## src/rtl/shift_pkg.sv

```systemverilog
// shift_pkg: shifter op codes and the mux-level split across pipeline stages
package shift_pkg;
   localparam logic [2:0] SHIFT_SLL = 3'd0;
   localparam logic [2:0] SHIFT_SRL = 3'd1;
   localparam logic [2:0] SHIFT_SRA = 3'd2;
   localparam logic [2:0] SHIFT_ROL = 3'd3;
   localparam logic [2:0] SHIFT_ROR = 3'd4;
   // First mux level owned by stage k; earlier stages absorb the remainder levels.
   function automatic int lvl_lo(input int levels, input int stages, input int k);
      return k * (levels / stages) + ((k < levels % stages) ? k : levels % stages);
   endfunction
endpackage

```

## src/rtl/shift_stage.sv

```systemverilog
// shift_stage: one elastic register stage applying right-rotate/shift mux levels LVL_LO..LVL_HI
module shift_stage import shift_pkg::*; #(
   parameter int WIDTH  = 32,
   parameter int LVL_LO = 0,
   parameter int LVL_HI = 0,
   localparam int LV    = $clog2(WIDTH)
) (
   input  logic            clk,
   input  logic            rst,
   input  logic            valid_i,
   output logic            ready_o,
   input  logic [WIDTH-1:0] data_i,
   input  logic            ext_i,
   input  logic [LV-1:0]   amt_i,
   input  logic            fill_i,
   input  logic            rot_i,
   input  logic            rev_i,
   output logic            valid_o,
   input  logic            ready_i,
   output logic [WIDTH-1:0] data_o,
   output logic            ext_o,
   output logic [LV-1:0]   amt_o,
   output logic            fill_o,
   output logic            rot_o,
   output logic            rev_o
);
   localparam logic [WIDTH-1:0] ONES = '1;
   logic             valid_q, ext_q, ext_d, fill_q, rot_q, rev_q;
   logic [WIDTH-1:0] data_q, data_d, last_d;
   logic [LV-1:0]    amt_q;
   // ext tracks the last bit to leave the low end, which is the carry for every op
   always_comb begin
      data_d = data_i;
      ext_d  = ext_i;
      last_d = data_i;
      for (int j = LVL_LO; j <= LVL_HI; j++) begin
         if (amt_i[j]) begin
            last_d = data_d >> ((1 << j) - 1);
            ext_d  = last_d[0];
            data_d = (data_d >> (1 << j)) |
                     (rot_i ? data_d << (WIDTH - (1 << j)) : fill_i ? ~(ONES >> (1 << j)) : '0);
         end
      end
   end
   assign ready_o = !valid_q || ready_i;
   always_ff @(posedge clk) begin
      if (rst) begin
         valid_q <= 1'b0;
         data_q  <= '0;
         ext_q   <= 1'b0;
         amt_q   <= '0;
         fill_q  <= 1'b0;
         rot_q   <= 1'b0;
         rev_q   <= 1'b0;
      end else if (ready_o) begin
         valid_q <= valid_i;
         data_q  <= data_d;
         ext_q   <= ext_d;
         amt_q   <= amt_i;
         fill_q  <= fill_i;
         rot_q   <= rot_i;
         rev_q   <= rev_i;
      end
   end
   assign valid_o = valid_q;
   assign data_o  = data_q;
   assign ext_o   = ext_q;
   assign amt_o   = amt_q;
   assign fill_o  = fill_q;
   assign rot_o   = rot_q;
   assign rev_o   = rev_q;
endmodule

```

## src/rtl/shift_unit_pipelined.sv

```systemverilog
// shift_unit_pipelined: elastic multi-mode shifter (SLL/SRL/SRA/ROL/ROR) with zero and carry flags
module shift_unit_pipelined import shift_pkg::*; #(
   parameter int WIDTH  = 32,
   parameter int AMT_W  = 32,
   parameter int STAGES = 2
) (
   input  logic             clk,
   input  logic             rst,
   input  logic             in_valid,
   output logic             in_ready,
   input  logic [WIDTH-1:0] in_data,
   input  logic [AMT_W-1:0] in_amt,
   input  logic [2:0]       in_op,
   output logic             out_valid,
   input  logic             out_ready,
   output logic [WIDTH-1:0] out_data,
   output logic             out_zero,
   output logic             out_carry
);
   localparam int LV = $clog2(WIDTH);
   logic [STAGES:0]            vld, rdy, ext, fill, rot, rev;
   logic [STAGES:0][WIDTH-1:0] dat;
   logic [STAGES:0][LV-1:0]    amt;
   logic [WIDTH-1:0]           rin, core, dat0, dl_rev;
   logic [LV-1:0]              amt0;
   logic                       is_sh, sat, ext0, fill0, rot0, rev0, unused_ctrl;
   // Left ops run through the right-only core on bit-reversed data; saturation is folded in here
   always_comb begin
      rin   = {<<{in_data}};
      rev0  = in_op == SHIFT_SLL || in_op == SHIFT_ROL;
      rot0  = in_op == SHIFT_ROL || in_op == SHIFT_ROR;
      is_sh = in_op == SHIFT_SLL || in_op == SHIFT_SRL || in_op == SHIFT_SRA;
      core  = rev0 ? rin : in_data;
      fill0 = in_op == SHIFT_SRA && in_data[WIDTH-1];
      sat   = is_sh && (in_amt >> LV) != '0;
      amt0  = (is_sh || rot0) && !sat ? in_amt[LV-1:0] : '0;
      dat0  = sat ? {WIDTH{fill0}} : core;
      ext0  = sat && (in_amt == AMT_W'(WIDTH) ? core[WIDTH-1] : fill0);
   end
   assign vld[0]      = in_valid;
   assign dat[0]      = dat0;
   assign ext[0]      = ext0;
   assign amt[0]      = amt0;
   assign fill[0]     = fill0;
   assign rot[0]      = rot0;
   assign rev[0]      = rev0;
   assign rdy[STAGES] = out_ready;
   for (genvar k = 0; k < STAGES; k++) begin : g_stage
      shift_stage #(
         .WIDTH (WIDTH),
         .LVL_LO(lvl_lo(LV, STAGES, k)),
         .LVL_HI(lvl_lo(LV, STAGES, k + 1) - 1)
      ) u_stage (
         .clk    (clk),
         .rst    (rst),
         .valid_i(vld[k]),
         .ready_o(rdy[k]),
         .data_i (dat[k]),
         .ext_i  (ext[k]),
         .amt_i  (amt[k]),
         .fill_i (fill[k]),
         .rot_i  (rot[k]),
         .rev_i  (rev[k]),
         .valid_o(vld[k+1]),
         .ready_i(rdy[k+1]),
         .data_o (dat[k+1]),
         .ext_o  (ext[k+1]),
         .amt_o  (amt[k+1]),
         .fill_o (fill[k+1]),
         .rot_o  (rot[k+1]),
         .rev_o  (rev[k+1])
      );
   end
   always_comb dl_rev = {<<{dat[STAGES]}};
   assign unused_ctrl = ^{amt[STAGES], fill[STAGES], rot[STAGES]};
   assign in_ready    = !rst && rdy[0];
   assign out_valid   = !rst && vld[STAGES];
   assign out_data    = rst ? '0 : rev[STAGES] ? dl_rev : dat[STAGES];
   assign out_zero    = out_valid && out_data == '0;
   assign out_carry   = !rst && ext[STAGES];
endmodule

```

## config.mk

```make
export PLATFORM = sky130hd
export DESIGN_NAME = shift_unit_pipelined
export DESIGN_NICKNAME = d
export VERILOG_FILES = /design/src/rtl/shift_pkg.sv /design/src/rtl/shift_stage.sv /design/src/rtl/shift_unit_pipelined.sv
export SDC_FILE = /design/constraint.sdc
export NUM_CORES = 1
export LEC_CHECK = 0
export ABC_AREA = 1
export CORE_ASPECT_RATIO = 0.9
export CORE_MARGIN = 2
export CORE_UTILIZATION = 45
export CTS_BUF_LIST = sky130_fd_sc_hd__clkbuf_8
export DETAILED_ROUTE_END_ITERATION = 10
export DONT_BUFFER_PORTS = 1
export GPL_TIMING_DRIVEN = 0
export PLACE_DENSITY = 0.63
export SLEW_MARGIN = 20
export SYNTH_ARGS = -nofsm -noshare
export SYNTH_HDL_FRONTEND = slang
export SYNTH_HIERARCHICAL = 1
export SYNTH_SLANG_ARGS = --single-unit
```

## constraint.sdc

```tcl
create_clock -name clk -period 2.4 [get_ports clk]
set_input_delay 0.48 -clock clk [delete_from_list [all_inputs] [get_ports clk]]
set_output_delay 0.48 -clock clk [all_outputs]
set_load 0.01 [all_outputs]
```

==> qor_table.md <==
| Step | Result | Reported |
|---|---|---|
| run status | Status | finished, final reports clean |
| cts | Hold buffer count at cts | 0 |
| global routing | Most used routing layer | met1 |
| sta | Period utilisation layout | 95.3% |
| setup path | Startpoint Class | flip-flop |
| drt | Via count normalized by instance count | 5.41 |
| min path | Type of the tightest min-delay check | primary input to flip-flop |
| cts | Cell at the root of the clock tree | clkbuf_8 |
| cts | Total clock buffers created by CTS | 9 |
| sta | Slew @ Worst Pin | 736 ps |
| setup path | Worst setup path category | flip-flop to output pin |
| sta | Final Max Tran Viols | 0 |
| global routing | Wire length of the first global-routing pass | 34,700 µm |
| drt | Wire per inst | 15.2 µm |
| sta | Tmin final | 2290 ps |
| setup path | Crit-path leading delay family | simple AND/OR/NAND/NOR gates |
| setup path | Number of stages on the worst setup path | 9 |
| setup path | Maximum single-stage delay on the critical path | 340 ps |
| min path | Number of cells on the worst hold path | 1 |
| synth | Avg Synthesized Cell Area | 5.40 µm² |
| placed design | Total of buffers placed on input and output ports | 0 |
| drt | Number of routed nets with antenna violations | 0 |
| layout | Fraction of final layout cells with drive strength greater than 1 | 9.76% |
| cts | H-tree levels | 3 |
| placed design | Placer Congestion | 0.937 |
| sta | Maximum operating frequency | 437 MHz |
| floorplan | Die area | 15,500 µm² |
| layout | Relative area change from synthesis to final layout | 8.58% |
| global routing | Met2 Usage GRT | 40.4% |
| global routing | Via count of the first global-routing pass | 6,935 |
| power | Cell Pwr Density | 496 nW/µm² |
| floorplan | Top-level I/O count | 107 |
| drt | Total number of vias | 7,688 |
| cts | Longest Clk Path Bufs | 2 |
| global routing | Sum of overflow across all layers after global routing | 0 |
| cts | Worst-skew pair later-pin latency | 360 ps |
| setup path | WP buf/inv | 4 |
| placed design | DP HPWL | 17,500 µm |
| flow run | Maximum Capacitance Violations | 0 |
| cts | Clock tree from TritonCTS | built |
| floorplan | Initial cell density of the core | 46.3% |
| setup path | Largest driver fanout on the critical path | 6 |
| sta | Tightest slew margin relative to the limit | 50.4% |
| layout | Core utilization of the finished layout | 50.3% |
| synth | Post-synth design cell area | 6540 µm² |
| cts | Clock edge transition at the registers on the reported setup and hold paths | 80 ps |
| setup path | Critical path capture point type | output pin |
| setup path | Critical Path, Cell by Cell | buf_6, inv_6, buf_8, buf_12, nand2_1, nand3_1, nand4_1, nand3b_1, nor2_2 |
| synth | Number of standard cells after synthesis | 1,210 |
| setup path | Reg2Reg Depth | 11 |
| global routing | Met1 capacity usage during global routing | 44.8% |
| global routing | Overall global routing resource usage | 28.4% |
| setup path | Arrival time at the worst endpoint | 1810 ps |
| setup path | Cell with the largest stage delay on the worst path | dfxtp_2 |
| layout | Net count reported at finish | 1,296 |
| sta | Clock tree skew after final layout | 8.54 ps |
| drt | Detailed Routing Iterations Pass 1 | 5 |
| setup path | Data required time at the worst endpoint | 1920 ps |
| synth | Yosys warns | 6 |
| floorplan | Core ar. | 14,100 µm² |
| cts | CTS sink cnt | 74 |
| global routing | Global-route track usage on met3 | 4.84% |
| floorplan | Chip height | 118 µm |
| drt | DRC errors left | 0 |
| drt | Final wirelength | 21,700 µm |
| sta | Post-Route Hold Slack | 180 ps |
| synth | Synthesized netlist net count | 1,281 |
| drt | Starting DRT DRC Count | 855 |
| global routing | Maximum number of pins on one net before global-route repair | 18 |
| floorplan | Number of core rows | 41 |
| floorplan | Die span in x | 131 µm |
| global routing | Number of antenna violations at the first check in global routing | 0 |
| layout | ANT cells | 0 |
| sta | Number of endpoints with negative hold slack in the final report | 0 |
| power | Leakage Power | 3.92 nW |
| sta | Finish-stage setup viols | 0 |
| power | Worst-case vdd ir drop | 311 µV |
[worst reg2reg max path: stages (launching register included)]
cell	delay [ps]
dfxtp_2	440
nand2_2	180
buf_6	210
nor2_4	160
buf_4	210
nor2_2	50
buf_4	170
buf_6	160
nand3_1	120
nand3_1	110
nand2_1	80
inv_1	40
[routing by layer]
| layer | wire length (µm) | vias up |
|---|---|---|
| met3 | 2160 | 17 |
| li1 | - | 3827 |
| met2 | 8660 | 326 |
| met5 | 0 | - |
| met4 | 239 | 0 |
| met1 | 10600 | 3518 |
[worst paths after layout]
path	startpoint	end	slack (ps)
setup / recovery	g_stage[1].u_stage/rev_o	out_zero	110
hold / removal	rst	g_stage[0].u_stage/data_o[27]	180
setup reg to reg	g_stage[1].u_stage/valid_o	g_stage[0].u_stage/data_o[18]	390
hold reg to reg	g_stage[0].u_stage/valid_o	g_stage[1].u_stage/valid_o	500
[power breakdown]
| group | switching, mW | leakage (nW) | internal, mW | total (mW) |
|---|---|---|---|---|
| clock network | 0.462 | 0.0879 | 0.393 | 0.855 |
| logic | 0.806 | 3.22 | 0.408 | 1.21 |
| registers | 0.105 | 0.611 | 1.35 | 1.45 |
[timing repair]
action	in CTS	in global routing
hold endpoints to repair	0	0
setup endpoints to repair	1	35
buffers inserted	1	0
pin swaps	1	5
cloned	0	4
resized for setup	2	19
[through the flow]
step	instance area [µm²]	total power [mW]	cells	TNS (ps)	worst slack, ps
final	7100	3.52	1422	0	112
after global routing	7100	3.77	1422	-26.9	-26.9
after CTS	6950	3.47	1418	0	59.4
after detailed placement	6780	2.63	1403	-7700	-323
after global placement	6780	2.63	1403	-7630	-331
after floorplan	6540	2.33	1210	0	317
[layout make-up]
type                    count  area (µm²)
fillers                  1601        7010
multi-input cells         896        4030
plain buffers              68         435
repair buffers              5        87.6
well taps                 193         241
clock inverters             5        31.3
flip-flops and latches     74        1480
inverters                 171         649
clock buffers              10         138
[sequential cells by signal, indices dropped and copies added, names as in the netlist]
signal,flops
g_stage.u_stage/data_o,64
g_stage.u_stage/amt_o,2
g_stage.u_stage/ext_o,2
g_stage.u_stage/rev_o,2
g_stage.u_stage/valid_o,2
g_stage.u_stage/fill_o,1
g_stage.u_stage/rot_o,1
[cells in the final DEF, fill, tap and decap left out, types with 11 or more instances in the layout]
cell type	n
dfxtp_1	72
o21ai_1	11
inv_1	160
o211ai_1	14
a21oi_1	25
o21ai_0	68
nand3_1	202
nand2_1	417
buf_2	35
nor2_1	103
Note: power is estimated with default switching activity, not from simulation.
